`src/rtl/incr_pkg.sv`:
```
// Shared types and defaults for the incrementer sequencer.
// Optional saturation build: INCR_SEQ_SATURATE_EN.
package incr_pkg;

  localparam int WIDTH_D = 4;
  localparam int CNT_W_D = 4;

  typedef enum logic [1:0] {
    IDLE = 2'd0,
    RUN  = 2'd1,
    DONE = 2'd2
  } state_t;

endpackage

```
`src/rtl/incr_sequencer_if.sv`:
```
// Request/result handshake bundle for incr_sequencer.
// master drives requests and accepts results; slave is the sequencer.
interface incr_sequencer_if
  import incr_pkg::*;
#(
  parameter int WIDTH = WIDTH_D,
  parameter int CNT_W = CNT_W_D
);

  logic             start_valid;
  logic             start_ready;
  logic [WIDTH-1:0] load_val;
  logic             step_inc;
  logic [CNT_W-1:0] steps;
  logic             res_valid;
  logic             res_ready;
  logic [WIDTH-1:0] result;
  logic             cout_seen;
  logic [CNT_W-1:0] wraps;

  modport master (
    output start_valid, load_val, step_inc, steps, res_ready,
    input  start_ready, res_valid, result, cout_seen, wraps
  );

  modport slave (
    input  start_valid, load_val, step_inc, steps, res_ready,
    output start_ready, res_valid, result, cout_seen, wraps
  );

endinterface

```
`src/rtl/incr_step.sv`:
```
// Combinational WIDTH-bit value plus 1-bit increment.
// Produces the wrapped sum and the carry-out.
module incr_step #(
  parameter int WIDTH = 4
) (
  input  logic [WIDTH-1:0] a,
  input  logic             y,
  output logic [WIDTH-1:0] sum,
  output logic             c
);

  assign {c, sum} = {1'b0, a} + {{WIDTH{1'b0}}, y};

endmodule

```
`src/rtl/incr_sequencer.sv`:
```
// Applies an increment N times over a valid/ready request/result pair.
// Define INCR_SEQ_SATURATE_EN to clamp and stop on the first carry.
module incr_sequencer
  import incr_pkg::*;
#(
  parameter int WIDTH = WIDTH_D,
  parameter int CNT_W = CNT_W_D
) (
  input  logic             clk,
  input  logic             rst,
  incr_sequencer_if.slave  bus
);

  state_t           state;
  state_t           nxt;
  logic [WIDTH-1:0] acc;
  logic [WIDTH-1:0] sum;
  logic [CNT_W-1:0] rem;
  logic [CNT_W-1:0] wraps_q;
  logic             inc;
  logic             c;
  logic             cout_q;
  logic             accept;

  incr_step #(.WIDTH(WIDTH)) u_step (
    .a   (acc),
    .y   (inc),
    .sum (sum),
    .c   (c)
  );

  assign accept = (state == IDLE) && bus.start_valid;

  always_ff @(posedge clk or posedge rst) begin
    if (rst) state <= IDLE;
    else     state <= nxt;
  end

  always_comb begin
    nxt = state;
    unique case (state)
      IDLE: begin
        if (bus.start_valid)
          nxt = (bus.steps == '0) ? DONE : RUN;
      end
      RUN: begin
        if (rem == CNT_W'(1)) nxt = DONE;
`ifdef INCR_SEQ_SATURATE_EN
        if (c) nxt = DONE;
`endif
      end
      DONE: begin
        if (bus.res_ready) nxt = IDLE;
      end
      default: nxt = IDLE;
    endcase
  end

  always_ff @(posedge clk or posedge rst) begin
    if (rst) begin
      acc     <= '0;
      rem     <= '0;
      inc     <= 1'b0;
      cout_q  <= 1'b0;
      wraps_q <= '0;
    end else if (accept) begin
      acc     <= bus.load_val;
      rem     <= bus.steps;
      inc     <= bus.step_inc;
      cout_q  <= 1'b0;
      wraps_q <= '0;
    end else if (state == RUN) begin
      acc <= sum;
      rem <= rem - CNT_W'(1);
      if (c) begin
        cout_q  <= 1'b1;
        wraps_q <= wraps_q + CNT_W'(1);
      end
`ifdef INCR_SEQ_SATURATE_EN
      // first carry clamps; it is always the first, so wraps is one
      if (c) begin
        acc     <= '1;
        wraps_q <= CNT_W'(1);
      end
`endif
    end
  end

  assign bus.start_ready = (state == IDLE);
  assign bus.res_valid   = (state == DONE);
  assign bus.result      = acc;
  assign bus.cout_seen   = cout_q;
  assign bus.wraps       = wraps_q;

endmodule

```
`src/flat_wrapper.sv`:
```
// flat-port wrapper written by rule: the top's interface ports become plain ports
module incr_sequencer_flat import incr_pkg::*;
#(
  parameter int WIDTH = WIDTH_D,
  parameter int CNT_W = CNT_W_D
)
  (clk, rst, bus_start_valid, bus_load_val, bus_step_inc, bus_steps, bus_res_ready, bus_start_ready, bus_res_valid, bus_result, bus_cout_seen, bus_wraps);
  incr_sequencer_if #(.WIDTH(WIDTH), .CNT_W(CNT_W)) bus_i ();
  input  logic clk;
  input  logic rst;
  input wire logic [$bits(bus_i.start_valid)-1:0] bus_start_valid;
  input wire logic [$bits(bus_i.load_val)-1:0] bus_load_val;
  input wire logic [$bits(bus_i.step_inc)-1:0] bus_step_inc;
  input wire logic [$bits(bus_i.steps)-1:0] bus_steps;
  input wire logic [$bits(bus_i.res_ready)-1:0] bus_res_ready;
  output wire logic [$bits(bus_i.start_ready)-1:0] bus_start_ready;
  output wire logic [$bits(bus_i.res_valid)-1:0] bus_res_valid;
  output wire logic [$bits(bus_i.result)-1:0] bus_result;
  output wire logic [$bits(bus_i.cout_seen)-1:0] bus_cout_seen;
  output wire logic [$bits(bus_i.wraps)-1:0] bus_wraps;
  assign bus_i.start_valid = bus_start_valid;
  assign bus_i.load_val = bus_load_val;
  assign bus_i.step_inc = bus_step_inc;
  assign bus_i.steps = bus_steps;
  assign bus_i.res_ready = bus_res_ready;
  assign bus_start_ready = bus_i.start_ready;
  assign bus_res_valid = bus_i.res_valid;
  assign bus_result = bus_i.result;
  assign bus_cout_seen = bus_i.cout_seen;
  assign bus_wraps = bus_i.wraps;
  incr_sequencer #(.WIDTH(WIDTH), .CNT_W(CNT_W)) u_core (.clk(clk), .rst(rst), .bus(bus_i));
endmodule
```
`config.mk`:
```
export PLATFORM = sky130hd
export DESIGN_NAME = incr_sequencer_flat
export DESIGN_NICKNAME = d
export VERILOG_FILES = /design/src/rtl/incr_pkg.sv /design/src/rtl/incr_sequencer_if.sv /design/src/rtl/incr_step.sv /design/src/rtl/incr_sequencer.sv /design/src/flat_wrapper.sv
export SDC_FILE = /design/constraint.sdc
export NUM_CORES = 1
export LEC_CHECK = 0
export CORE_MARGIN = 10
export CORE_UTILIZATION = 51
export CTS_CLUSTER_DIAMETER = 40
export DETAILED_ROUTE_END_ITERATION = 16
export GPL_TIMING_DRIVEN = 0
export PLACE_DENSITY = 0.83
export SKIP_CTS_REPAIR_TIMING = 1
export SYNTH_ARGS = -nofsm -noshare
export SYNTH_HDL_FRONTEND = slang
export SYNTH_HIERARCHICAL = 1
export SYNTH_SLANG_ARGS = --single-unit
```
`constraint.sdc`:
```
create_clock -name clk -period 4.4 [get_ports clk]
set_input_delay 1.32 -clock clk [delete_from_list [all_inputs] [get_ports clk]]
set_output_delay 1.32 -clock clk [all_outputs]
set_load 0.02 [all_outputs]
```
==> flow_summary.ini <==
[outcome]
status = completed

[floorplan]
start_util = 0.542
num_rows = 15
core_sq_um = 1750
ioPinCount = 24
fp.dieH_microns = 63.1
dieArea_sq_um = 3980
die_w_microns = 63.1

[cts]
clkSinkCount = 16
cts_max_level = 1
numCtsBuffers = 3
cts_root_buf = clkbuf_4
tritoncts = yes
clockBufferDepth = 2
clk_latency_ns = 0.29
cts.reportedPaths.clkPinSlew_ns = 0.10

[worst_setup_path]
crit_chain = clkbuf_2, buf_2, nor2_1, clkdlybuf4s50_1
crit_arrival_ns = 1.76
path_buf_inv = 3
cp-start-kind = flop
setup.worst_path.class = flop to output port
cp_top_family = buffers and inverters
required_ns = 3.08
cp_slowest_stage_delay_ns = 0.62
cpMaxStageDelayCell = clkdlybuf4s50_1
worstSetupEndpointType = output port
cp_max_fo = 10

[global_routing]
grt_max_degree = 17
overflow = 0
grt_use_total = 0.115
grt_pass1_wl_microns = 3840
first_global_vias = 809
antenna_found_initial = 0

[finish]
final_cells = 151
multi_input_area_sq_um = 479
nets = 146
regArea_sq_um = 400
diodes = 0
layout-area-overhead-vs-synth_pct = 30.0
nFillCells = 129
final_util = 0.705
drive_gt1_frac = 0.119

[synth]
synth_edf_count = 0
avgSynthCellArea_sq_um = 9.46
async_reset_ff_frac = 1.00
yosys.area.top_type = dfrtp_1
synth-seq-cells = 16
synthesis.area_sq_um = 946
yosys_warnings = 6
ys_types = 37
ys.flop_type = dfrtp_1
synth.net_count = 118
yosys-top-cells-area = dfrtp_1 (42%), ha_1 (6.6%), o21ai_0 (4.2%)
syn-instance-count = 100
yosysSeqAreaShare = 0.423
synth_top_area_share = 0.423
synthTopCellsByCount = dfrtp_1 (16), inv_1 (8), nand2_1 (8), o21ai_0 (8), a21oi_1 (6)
yosysMostFrequentCell = dfrtp_1

[place]
dp.cells = 148
place.gp.congestion = 0.875
hpwl_microns = 1720
io_buffer_count = 23

[sta]
fin_crit_ns = 3.08
setup_viol = 0
period_share = 0.700
slew_viol_final = 0
hold_viol = 0
fin_setup_tns_ns = 0
max_freq_mhz = 325
slew_headroom = 0.580
finalClockSkew_ns = 0.00901
fin_hold_ws_ns = 0.519
rsz0062_at_grt = false
worst_pin_slew_ns = 0.630

[power_and_ir_drop]
p_per_area_nw_per_um2 = 610
leakagePower_uw = 0.000544
peakVddDrop_uv = 356

[min_path]
hold_path.class = flop to flop

[job]
drv_cap = 0

[detailed_routing]
wire_per_inst_microns = 15.4
drt_first_pass_iters = 4
vias = 832
wl_microns = 2330
vias_per_cell = 5.51
antenna_left = 0
drc = 0
drtIter0Drc = 31
## flip-flops by register name, summed over array words and instances, names as in the netlist
register and flops:
u_core/inc 1, u_core/rem 4, u_core/state 2, u_core/bus.wraps 4, u_core/bus.cout_seen 1, u_core/bus.result 4
## worst register-to-register path, stage by stage (launching register included)
cell     delay [ns]
dfrtp_1        0.40
ha_1           0.23
ha_1           0.21
and3_2         0.21
nand2_1        0.07
mux2_2         0.33
a22o_2         0.21
## placed cells by master (no fill, tap or decap), types with 4 or more instances in the layout
master / netlist / final
dfrtp_1: 16 / 16
o21ai_0: 8 / 8
inv_1: 8 / 8
a21oi_1: 6 / 6
clkdlybuf4s50_1: 0 / 23
nand2_1: 8 / 8
a22oi_1: 4 / 4
nand3_1: 4 / 4
ha_1: 5 / 5
## final cells by class
cell class                 count  share of cell area
multi-input combinational     70               0.390
sequential                    16               0.326
clock buffer                   3              0.0183
inverter                       8              0.0244
timing repair buffer          23               0.187
tap                           25              0.0254
buffer                         6              0.0295
## per-stage QoR
stage | total power [uW] | worst slack [ns] | cell area (sq um)
after floorplan | 530 | 2.13 | 946
after global placement | 656 | 1.66 | 1210
after detailed placement | 673 | 1.65 | 1210
after CTS | 751 | 1.32 | 1230
after global routing | 812 | 1.22 | 1230
final | 751 | 1.32 | 1230
## path summary, 6_finish.rpt
kind	to	slack (ns)	start	cells after the start
min reg2reg	u_core/bus.result[0]$_DFFE_PP0P_	0.52	u_core/bus.result[0]$_DFFE_PP0P_	2
max in group asynchronous	u_core/bus.result[0]$_DFFE_PP0P_	2.59	rst	2
max	bus_start_ready	1.32	u_core/state[0]$_DFFE_PP0P_	4
min	u_core/bus.result[0]$_DFFE_PP0P_	0.52	u_core/bus.result[0]$_DFFE_PP0P_	2
min in group asynchronous	u_core/state[1]$_DFFE_PP0P_	1.40	rst	2
max reg2reg	u_core/bus.wraps[2]$_DFFE_PP0P_	2.65	u_core/bus.result[0]$_DFFE_PP0P_	6
## logic make-up (layout without fill, tap and decap cells)
logic type,Yosys count,in the layout,synth area share
and+or+nand+nor,31,31,0.183
AOI/OAI and AO/OA,29,29,0.204
DFF,16,16,0.423
buffers and inverters,14,40,0.0701
adders and majority gates,5,5,0.0661
muxes,3,3,0.0357
xor gates and xnor gates,2,2,0.0185
## where the power goes
part	switching, uW	internal [uW]	leakage [uW]
sequential	48.9	205	0.000201
clock	46.2	31.8	0.0000138
combinational	222	198	0.000329
## layer usage
metal | vias to the layer above | GRT usage | share of wire
li1 | 412 | - | -
met1 | 398 | 0.136 | 0.45
met2 | 20 | 0.192 | 0.49
met3 | 2 | 0.0300 | 0.053
met4 | 0 | 0.0503 | 0.0052
met5 | - | 0 | 0
No activity file was read; power rests on OpenSTA's default activity.
